[config.mk]
export PLATFORM = sky130hd
export DESIGN_NAME = vmc_wb_port_arb
export DESIGN_NICKNAME = d
export VERILOG_FILES = /design/src/rtl/vmc_wb_port_arb.sv
export SDC_FILE = /design/constraint.sdc
export NUM_CORES = 1
export LEC_CHECK = 0
export CAP_MARGIN = 5
export CORE_ASPECT_RATIO = 0.5
export CORE_UTILIZATION = 25
export DETAILED_ROUTE_END_ITERATION = 8
export SYNTH_ARGS = -nofsm -noshare
export SYNTH_HDL_FRONTEND = slang
export SYNTH_SLANG_ARGS = --single-unit
export TNS_END_PERCENT = 1
[constraint.sdc]
create_clock -name wb_clk -period 5.1 [get_ports wb_clk]
set_input_delay 1.02 -clock wb_clk [delete_from_list [all_inputs] [get_ports wb_clk]]
set_output_delay 1.02 -clock wb_clk [all_outputs]
set_load 0.01 [all_outputs]
[src/rtl/vmc_wb_port_arb.sv]
// Wishbone B3 multi-port front end for the versatile memory controller.
// Arbitrates N slave ports onto one burst command / write / read channel.
module vmc_wb_port_arb #(
  parameter int unsigned nr_of_wb_ports = 3,
  parameter int unsigned adr_width      = 30,
  parameter int unsigned dat_width      = 32,
  parameter int unsigned arb_mode       = 0
) (
  input  logic                                    wb_clk,
  input  logic                                    wb_rst,
  input  logic [adr_width*nr_of_wb_ports-1:0]     wb_adr_i_v,
  input  logic [dat_width*nr_of_wb_ports-1:0]     wb_dat_i_v,
  input  logic [(dat_width/8)*nr_of_wb_ports-1:0] wb_sel_i_v,
  input  logic [3*nr_of_wb_ports-1:0]             wb_cti_i_v,
  input  logic [2*nr_of_wb_ports-1:0]             wb_bte_i_v,
  input  logic [nr_of_wb_ports-1:0]               wb_we_i,
  input  logic [nr_of_wb_ports-1:0]               wb_stb_i,
  input  logic [nr_of_wb_ports-1:0]               wb_cyc_i,
  output logic [dat_width*nr_of_wb_ports-1:0]     wb_dat_o_v,
  output logic [nr_of_wb_ports-1:0]               wb_ack_o,
  output logic                                    mem_cmd_valid_o,
  input  logic                                    mem_cmd_ready_i,
  output logic [adr_width-1:0]                    mem_adr_o,
  output logic                                    mem_we_o,
  output logic [4:0]                              mem_len_o,
  output logic                                    mem_wrap_o,
  output logic [2:0]                              mem_port_o,
  output logic                                    mem_wdat_valid_o,
  output logic [dat_width-1:0]                    mem_wdat_o,
  output logic [dat_width/8-1:0]                  mem_wsel_o,
  input  logic                                    mem_wdat_ready_i,
  input  logic                                    mem_rdat_valid_i,
  input  logic [dat_width-1:0]                    mem_rdat_i
);

  localparam int unsigned n         = nr_of_wb_ports;
  localparam int unsigned sw        = dat_width / 8;
  localparam int unsigned max_ports = 8;

  typedef enum logic [2:0] {
    ST_IDLE, ST_CMD, ST_WR, ST_PAD, ST_RD, ST_DRAIN
  } state_t;

  state_t               state;
  logic [2:0]           grant;
  logic [2:0]           rr_ptr;
  logic [2:0]           win;
  logic [4:0]           win_len;
  logic                 win_wrap;
  logic [4:0]           beat_cnt;
  logic [adr_width-1:0] adr_q;
  logic                 we_q;
  logic [4:0]           len_q;
  logic                 wrap_q;
  logic [dat_width-1:0] rd_dat_q;
  logic [n-1:0]         rd_ack_q;
  logic [n-1:0]         wr_ack_c;
  logic                 g_req;
  logic [7:0]           cyc8;
  logic [7:0]           stb8;
  logic [7:0]           we8;
  logic [7:0]           req;

  logic [adr_width-1:0] adr_a [max_ports];
  logic [dat_width-1:0] dat_a [max_ports];
  logic [sw-1:0]        sel_a [max_ports];
  logic [2:0]           cti_a [max_ports];
  logic [1:0]           bte_a [max_ports];

  // Port 0 sits in the MSBs of every packed per-port bus; unused slots read as 0.
  for (genvar p = 0; p < max_ports; p++) begin : g_unpack
    if (p < n) begin : g_used
      assign adr_a[p] = wb_adr_i_v[(n-1-p)*adr_width +: adr_width];
      assign dat_a[p] = wb_dat_i_v[(n-1-p)*dat_width +: dat_width];
      assign sel_a[p] = wb_sel_i_v[(n-1-p)*sw +: sw];
      assign cti_a[p] = wb_cti_i_v[(n-1-p)*3 +: 3];
      assign bte_a[p] = wb_bte_i_v[(n-1-p)*2 +: 2];
    end else begin : g_unused
      assign adr_a[p] = '0;
      assign dat_a[p] = '0;
      assign sel_a[p] = '0;
      assign cti_a[p] = '0;
      assign bte_a[p] = '0;
    end
  end

  assign cyc8 = 8'(wb_cyc_i);
  assign stb8 = 8'(wb_stb_i);
  assign we8  = 8'(wb_we_i);
  assign req  = cyc8 & stb8;

  // Winner selection: circular after the last grant, or lowest index first.
  always_comb begin
    logic       found;
    logic [3:0] idx;
    win   = rr_ptr;
    found = 1'b0;
    idx   = '0;
    if (arb_mode == 1) begin
      for (int i = int'(n) - 1; i >= 0; i--) begin
        if (req[3'(i)]) win = 3'(i);
      end
    end else begin
      for (int i = 1; i <= int'(n); i++) begin
        idx = 4'(rr_ptr) + 4'(i);
        if (idx >= 4'(n)) idx = idx - 4'(n);
        if (!found && req[idx[2:0]]) begin
          win   = idx[2:0];
          found = 1'b1;
        end
      end
    end
  end

  // Only wrap bursts become multi-beat commands; everything else is one beat.
  always_comb begin
    win_len  = 5'd1;
    win_wrap = 1'b0;
    if (cti_a[win] == 3'b010) begin
      case (bte_a[win])
        2'b01:   begin win_len = 5'd4;  win_wrap = 1'b1; end
        2'b10:   begin win_len = 5'd8;  win_wrap = 1'b1; end
        2'b11:   begin win_len = 5'd16; win_wrap = 1'b1; end
        default: begin win_len = 5'd1;  win_wrap = 1'b0; end
      endcase
    end
  end

  // Write path passes straight through from the granted port.
  always_comb begin
    g_req            = cyc8[grant] & stb8[grant];
    wr_ack_c         = '0;
    mem_wdat_valid_o = 1'b0;
    mem_wdat_o       = '0;
    mem_wsel_o       = '0;
    case (state)
      ST_WR: begin
        mem_wdat_valid_o = g_req;
        mem_wdat_o       = dat_a[grant];
        mem_wsel_o       = sel_a[grant];
        for (int p = 0; p < int'(n); p++) begin
          wr_ack_c[p] = (grant == 3'(p)) & g_req & mem_wdat_ready_i;
        end
      end
      ST_PAD:  mem_wdat_valid_o = 1'b1;
      default: ;
    endcase
  end

  always_ff @(posedge wb_clk or negedge wb_rst) begin
    if (!wb_rst) begin
      state    <= ST_IDLE;
      grant    <= '0;
      rr_ptr   <= 3'(n - 1);
      beat_cnt <= '0;
      adr_q    <= '0;
      we_q     <= 1'b0;
      len_q    <= '0;
      wrap_q   <= 1'b0;
      rd_dat_q <= '0;
      rd_ack_q <= '0;
    end else begin
      rd_ack_q <= '0;
      case (state)
        ST_IDLE: begin
          if (|req) begin
            grant  <= win;
            rr_ptr <= win;
            adr_q  <= adr_a[win];
            we_q   <= we8[win];
            len_q  <= win_len;
            wrap_q <= win_wrap;
            state  <= ST_CMD;
          end
        end
        ST_CMD: begin
          if (mem_cmd_ready_i) begin
            beat_cnt <= len_q;
            state    <= we_q ? ST_WR : ST_RD;
          end
        end
        ST_WR: begin
          if (g_req && mem_wdat_ready_i) begin
            beat_cnt <= beat_cnt - 5'd1;
            if (beat_cnt == 5'd1) state <= ST_IDLE;
          end else if (!cyc8[grant]) begin
            state <= ST_PAD;
          end
        end
        ST_PAD: begin
          if (mem_wdat_ready_i) begin
            beat_cnt <= beat_cnt - 5'd1;
            if (beat_cnt == 5'd1) state <= ST_IDLE;
          end
        end
        ST_RD: begin
          if (mem_rdat_valid_i) begin
            rd_dat_q <= mem_rdat_i;
            for (int p = 0; p < int'(n); p++) begin
              rd_ack_q[p] <= (grant == 3'(p)) & g_req;
            end
            beat_cnt <= beat_cnt - 5'd1;
            if (beat_cnt == 5'd1)  state <= ST_IDLE;
            else if (!cyc8[grant]) state <= ST_DRAIN;
          end else if (!cyc8[grant]) begin
            state <= ST_DRAIN;
          end
        end
        ST_DRAIN: begin
          if (mem_rdat_valid_i) begin
            beat_cnt <= beat_cnt - 5'd1;
            if (beat_cnt == 5'd1) state <= ST_IDLE;
          end
        end
        default: state <= ST_IDLE;
      endcase
    end
  end

  assign mem_cmd_valid_o = (state == ST_CMD);
  assign mem_adr_o       = adr_q;
  assign mem_we_o        = we_q;
  assign mem_len_o       = len_q;
  assign mem_wrap_o      = wrap_q;
  assign mem_port_o      = grant;
  assign wb_ack_o        = wr_ack_c | rd_ack_q;
  assign wb_dat_o_v      = {n{rd_dat_q}};

endmodule

Word-level counts from Yosys, hierarchy flattened. Index checks and enable logic that the tools add are counted.

Equality and inequality tests: 19. Add/subtract/negate cells: 7. Bitwise logic cells: 11. Multiplexer cells: 62. Reductions and logical operators: 15. Order comparisons: 10.

Operator list (count): $bmux 32 s3 (1); $mux 32 (3); $bmux 30 s3 (1); $mux 3 (22); $mux 30 (2); $mux 5 (5); $lt 3x4->1 const B (5); $pmux 5 s4 (1); $bmux 1 s3 (6); $pmux 3 s6 (1); $pmux 5 s3 (1); $bmux 4 s3 (1); $eq 3x2->1 const B (4); $ge 4x2->1 const B (3); $mux 4 (3); $mux 1 (10); $reduce_and 5->1 (2); $bmux 3 s3 (1); $sub 3x2->3 const B (3); $add 3x2->4 const B (2); $ge 4x4->1 const B (2); $ne 2x2->1 const B (4); $not 3->4 (2); $reduce_or 8->1 (1); other kinds (22) (38).

Input port bits: 259. Output and inout bits: 177. Flip-flop bits (word level): 86. Logic and storage cells: 134.

Longest topological paths before layout.
Word-level depth: 20. Depth in mapped cells: 16. Mapped depth without buffers: 11.

Worst setup path after synthesis. OpenSTA, ideal clock, no wires.

Path type: register to register. From: register, netlist name mem_port_o[0]. To: register adr_q[10], in the netlist mem_adr_o[10]. Cell stages (with the launch flop): 16. Required time: 4.974 ns. Arrival time: 3.574 ns. Path buffers: 6. Period minus slack after synthesis: 3.700 ns. Setup slack: 1.400 ns. Library setup time: 0.126 ns. Path through: dfrtp_1 -> clkbuf_1 -> inv_1 -> clkbuf_1 -> ha_1 -> clkbuf_1 -> clkbuf_1 -> nor3_1 -> a2111oi_0 -> a41oi_1 -> o22ai_1 -> buf_2 -> buf_2 -> mux2i_1 -> nor2_1 -> a221o_1.

RTL lines: end signal: assignment (line 169) `adr_q <= adr_a[win];`; end: declaration (line 51) `logic [adr_width-1:0] adr_q;`.

Worst setup path after layout.
From: input wb_cyc_i[2]. To: output wb_ack_o[2].

Cells in the longest elaborated chain, start to end: 7.

RTL lines: start: declaration (line 18) `input logic [nr_of_wb_ports-1:0] wb_cyc_i,`; $bmux 1 s3 (line 131) `g_req = cyc8[grant] & stb8[grant];`; $mux 1 (implied by the code) (line 131); $and 1x1->1 (line 131); $and 1x1->1 (2 in a row) (line 142) `wr_ack_c[p] = (grant == 3'(p)) & g_req & mem_wdat_ready_i;`; $mux 3 (line 136) `case (state)`; $or 3x3->3 (line 226) `assign wb_ack_o = wr_ack_c | rd_ack_q;`; end: declaration (line 20) `output logic [nr_of_wb_ports-1:0] wb_ack_o,`.

No other way between the ends. The select of a mux whose other input is x is not followed.

==> results.rst <==
.. list-table::
   :header-rows: 1

   * - Metric
     - Value
   * - Total area of multi-input combinational cells
     - approximately 3400 um2
   * - Number of antenna violations at the first check in global routing
     - 1
   * - Hold bufs inserted after CTS
     - 0
   * - Number of synthesized register bits
     - between 80 and 90
   * - Critical setup path kind
     - in2out
   * - Routed WL
     - about 23 mm
   * - Tcrit/Tclk final
     - 89.4%
   * - Leakage power
     - 4.35 nW
   * - Crit path to
     - wb_ack_o[2]
   * - Antenna violation net count after detailed routing
     - 0
   * - Setup repair bufs after CTS
     - 0
   * - Post-synthesis instance area
     - between 6000 and 7000 um2
   * - Required time at the endpoint of the critical path
     - 4.08 ns
   * - DR pass1 iterations
     - 5
   * - Overall die width
     - 224 um
   * - Synth Net Count
     - 964
   * - Number of warning messages in the yosys log
     - 0
   * - Worst Skew
     - 0.00725 ns
   * - Most frequent standard cell in the layout excluding fill and tap cells
     - clkdlybuf4s50_1
   * - Via density per instance
     - 4.58
   * - Clock tree from TritonCTS
     - built
   * - Share of post-route cells with drive strength above 1
     - 7.68%
   * - Cell area after layout
     - approximately 11,000 um2
   * - Clock transition at the registers of the reported paths
     - 0.06 ns
   * - Global-route wire length before repair
     - ~35 mm
   * - Critical hold path startpoint
     - mem_adr_o[27]$_DFFE_PN0P_
   * - Standard cell area after detailed placement
     - between 10,000 and 15,000 um2
   * - DR WL/cell
     - 16.9 um
   * - Max FO, Critical Path
     - 5
   * - Max_slew headroom
     - 24.0%
   * - Class of the most critical hold timing path
     - reg2reg
   * - Reg2reg path depth
     - 11
   * - Capture point of the worst reg-to-reg path
     - mem_adr_o[1]$_DFFE_PN0P_
   * - Number of input and output port buffers inserted
     - 434
   * - Fraction of registers with async set/reset
     - 100%
   * - Primary FF master, synth
     - dfrtp_1
   * - Start of the worst register-to-register path
     - rr_ptr[1]$_DFFE_PN1P_
   * - Htree depth
     - 3
   * - Average instance area after synthesis
     - slightly below 9 um2
   * - Maximum number of pins on one net before global-route repair
     - between 60 and 70
   * - Post-layout min period
     - 4.56 ns
   * - Congestion Overflow GR
     - 0
   * - Via count
     - 6,308
   * - Sequential element share of the synthesized area
     - 33.7%
   * - Final Util
     - 44.3%
   * - Core ar.
     - 24,100 um2
   * - Global placer's final weighted congestion
     - 0.857
   * - Transition time at the pin with the least slew margin
     - roughly 1.1 ns
   * - Cells after DPL
     - 1,361
   * - Run status
     - finished, final reports clean
   * - Area added between synthesis and finish
     - 73.2%
   * - Sort of element at the end of the critical path
     - primary output
   * - Initial cell density of the core
     - 25.6%
   * - Number of global-route vias before repair
     - 5,954
   * - Summed negative setup slack over all endpoints
     - 0 ns
   * - Cell Rows
     - 40
   * - Power per standard cell area
     - 573 nW/um2
   * - Number of design rule violations left after detail routing
     - 0
   * - Slack of the worst reg-to-reg path
     - around 0.86 ns
   * - 1st-iter DRT viols
     - approximately 350
   * - Worst hold slack across all endpoints
     - 0.516 ns
   * - Final cell count without fillers
     - 1,378
   * - Global Route Usage Sum
     - between 10% and 20%
   * - Max-slew violation total from the final report
     - 0
   * - Clock sink count
     - 83
   * - Hold Path Depth
     - 1
   * - Number of synthesized flops with an enable pin
     - 0
   * - CP startpoint kind
     - primary input
   * - Total of cells resized after clock tree synthesis
     - 0
   * - Total half-perimeter wirelength after legalization and detailed placement
     - roughly 18 mm
   * - Finish-stage setup viols
     - 0
   * - Die Height
     - roughly 110 um
   * - Number of hold-slack violations in the final timing report
     - 0
   * - Worst VDD drop
     - 0.324 mV
   * - Clock buffers created by TritonCTS
     - 9
   * - Highest clock frequency the design can meet
     - 219 MHz
   * - Storage cell area
     - 2080 um2
   * - Unrepaired setup endpoints after global routing
     - no
   * - Clock root buffer
     - clkbuf_16
   * - Clk_lat worst skew
     - around 0.35 ns
   * - Max-cap check violation count
     - 0
   * - Clk buf depth
     - 2
   * - Distinct cell type count of the synthesized netlist
     - 62
   * - Launching instance or port of the critical path
     - wb_cyc_i[2]
   * - Top-level I/O count
     - 436
   * - Most frequent cells in the layout
     - 433 x clkdlybuf4s50_1, 121 x nor2_1, 80 x dfrtp_1
   * - Signal arrival time at the worst endpoint
     - between 3 and 4 ns
   * - Number of inserted filler cells in the final layout
     - approximately 2.3k
   * - Die Outline Area
     - 25,300 um2
   * - Final nets
     - 1,305
   * - Gate Count Post-Synth
     - 695
==> flip-flops by register name (all words and copies together), names as in the netlist <==
signal,cells
rr_ptr,1
state,3
rd_dat_q,32
mem_len_o,4
beat_cnt,5
mem_wrap_o,1
mem_port_o,3
rd_ack_q,3
mem_adr_o,30
mem_we_o,1
==> Yosys cell counts, types with 4 or more instances <==
master    instances  area share, %
inv_1             7           0.43
buf_4            67            8.2
buf_1             9           0.55
nor2_1          122            7.4
nor3b_1           6           0.73
o21ai_0          16            1.3
mux2i_1          76             12
dfrtp_1          82             33
a21oi_1          58            4.7
and2_1            4           0.41
clkbuf_1         30            1.8
or3_1             5           0.51
nor2b_1           7           0.71
a21o_1            4           0.49
buf_2             8           0.65
nand2_1          29            1.8
nor3_1           13            1.1
mux2_2           35            6.4
ha_1             10            2.0
a221o_1          33            5.4
nand2b_1          9           0.91
nand3_1           7           0.57
==> critical path, cell delays in order <==
cell	delay, ns
clkdlybuf4s50_1	0.56
mux2_2	0.18
nand2_1	0.05
a21oi_1	0.32
and2_1	0.24
nand2_1	0.06
nor3_1	0.35
a31o_2	0.22
clkdlybuf4s50_1	0.55
==> power breakdown <==
group	switching, mW	total, mW	internal (mW)
registers	0.329	1.28	0.954
logic	1.87	4.07	2.20
clock network	0.293	0.767	0.473
total	2.49	6.12	3.63
==> through the flow <==
step	total power, mW	worst slack, ns
6_report	6.12	0.542
5_1_grt	6.52	0.301
3_3_place_gp	5.33	0.626
3_5_place_dp	5.38	0.556
2_1_floorplan	3.76	1.40
4_1_cts	6.18	0.550
==> cell families after synthesis <==
group / synth area share [%]
flip-flops: 33.7
AO/OA/AOI/OAI: 16.1
adder cells (fa/ha/maj): 2.03
other: 0.0609
AND/OR/NAND/NOR: 16.2
buffers and inverters: 12.2
XOR/XNOR: 0.569
multiplexers: 19.1
==> cell type report <==
type / instances / area share (%)
multi-input cells: 488 / 31.5
inverters: 7 / 0.246
clock buffers: 12 / 2.50
well taps: 336 / 3.94
clock inverters: 4 / 0.727
flip-flops and latches: 83 / 19.5
diodes: 1 / 0.0235
repair buffers: 447 / 41.6
==> worst min path at each step <==
stage / end / slack [ns]
2_1_floorplan: beat_cnt[4]$_DFFE_PN0P_ / 0.51
3_3_place_gp: mem_adr_o[4]$_DFFE_PN0P_ / 0.50
3_5_place_dp: mem_adr_o[21]$_DFFE_PN0P_ / 0.50
4_1_cts: mem_adr_o[9]$_DFFE_PN0P_ / 0.52
5_1_grt: mem_adr_o[17]$_DFFE_PN0P_ / 0.52
6_report: mem_adr_o[27]$_DFFE_PN0P_ / 0.52
==> routing by layer <==
metal | GRT usage [%] | routed length [um] | vias up
met2 | 30.0 | 11700 | 158
met4 | 4.70 | 404 | 0
li1 | - | - | 3074
met3 | 3.17 | 856 | 26
met1 | 22.7 | 10200 | 3050
met5 | 0 | 0 | -
(Power assumes the default switching activity.)
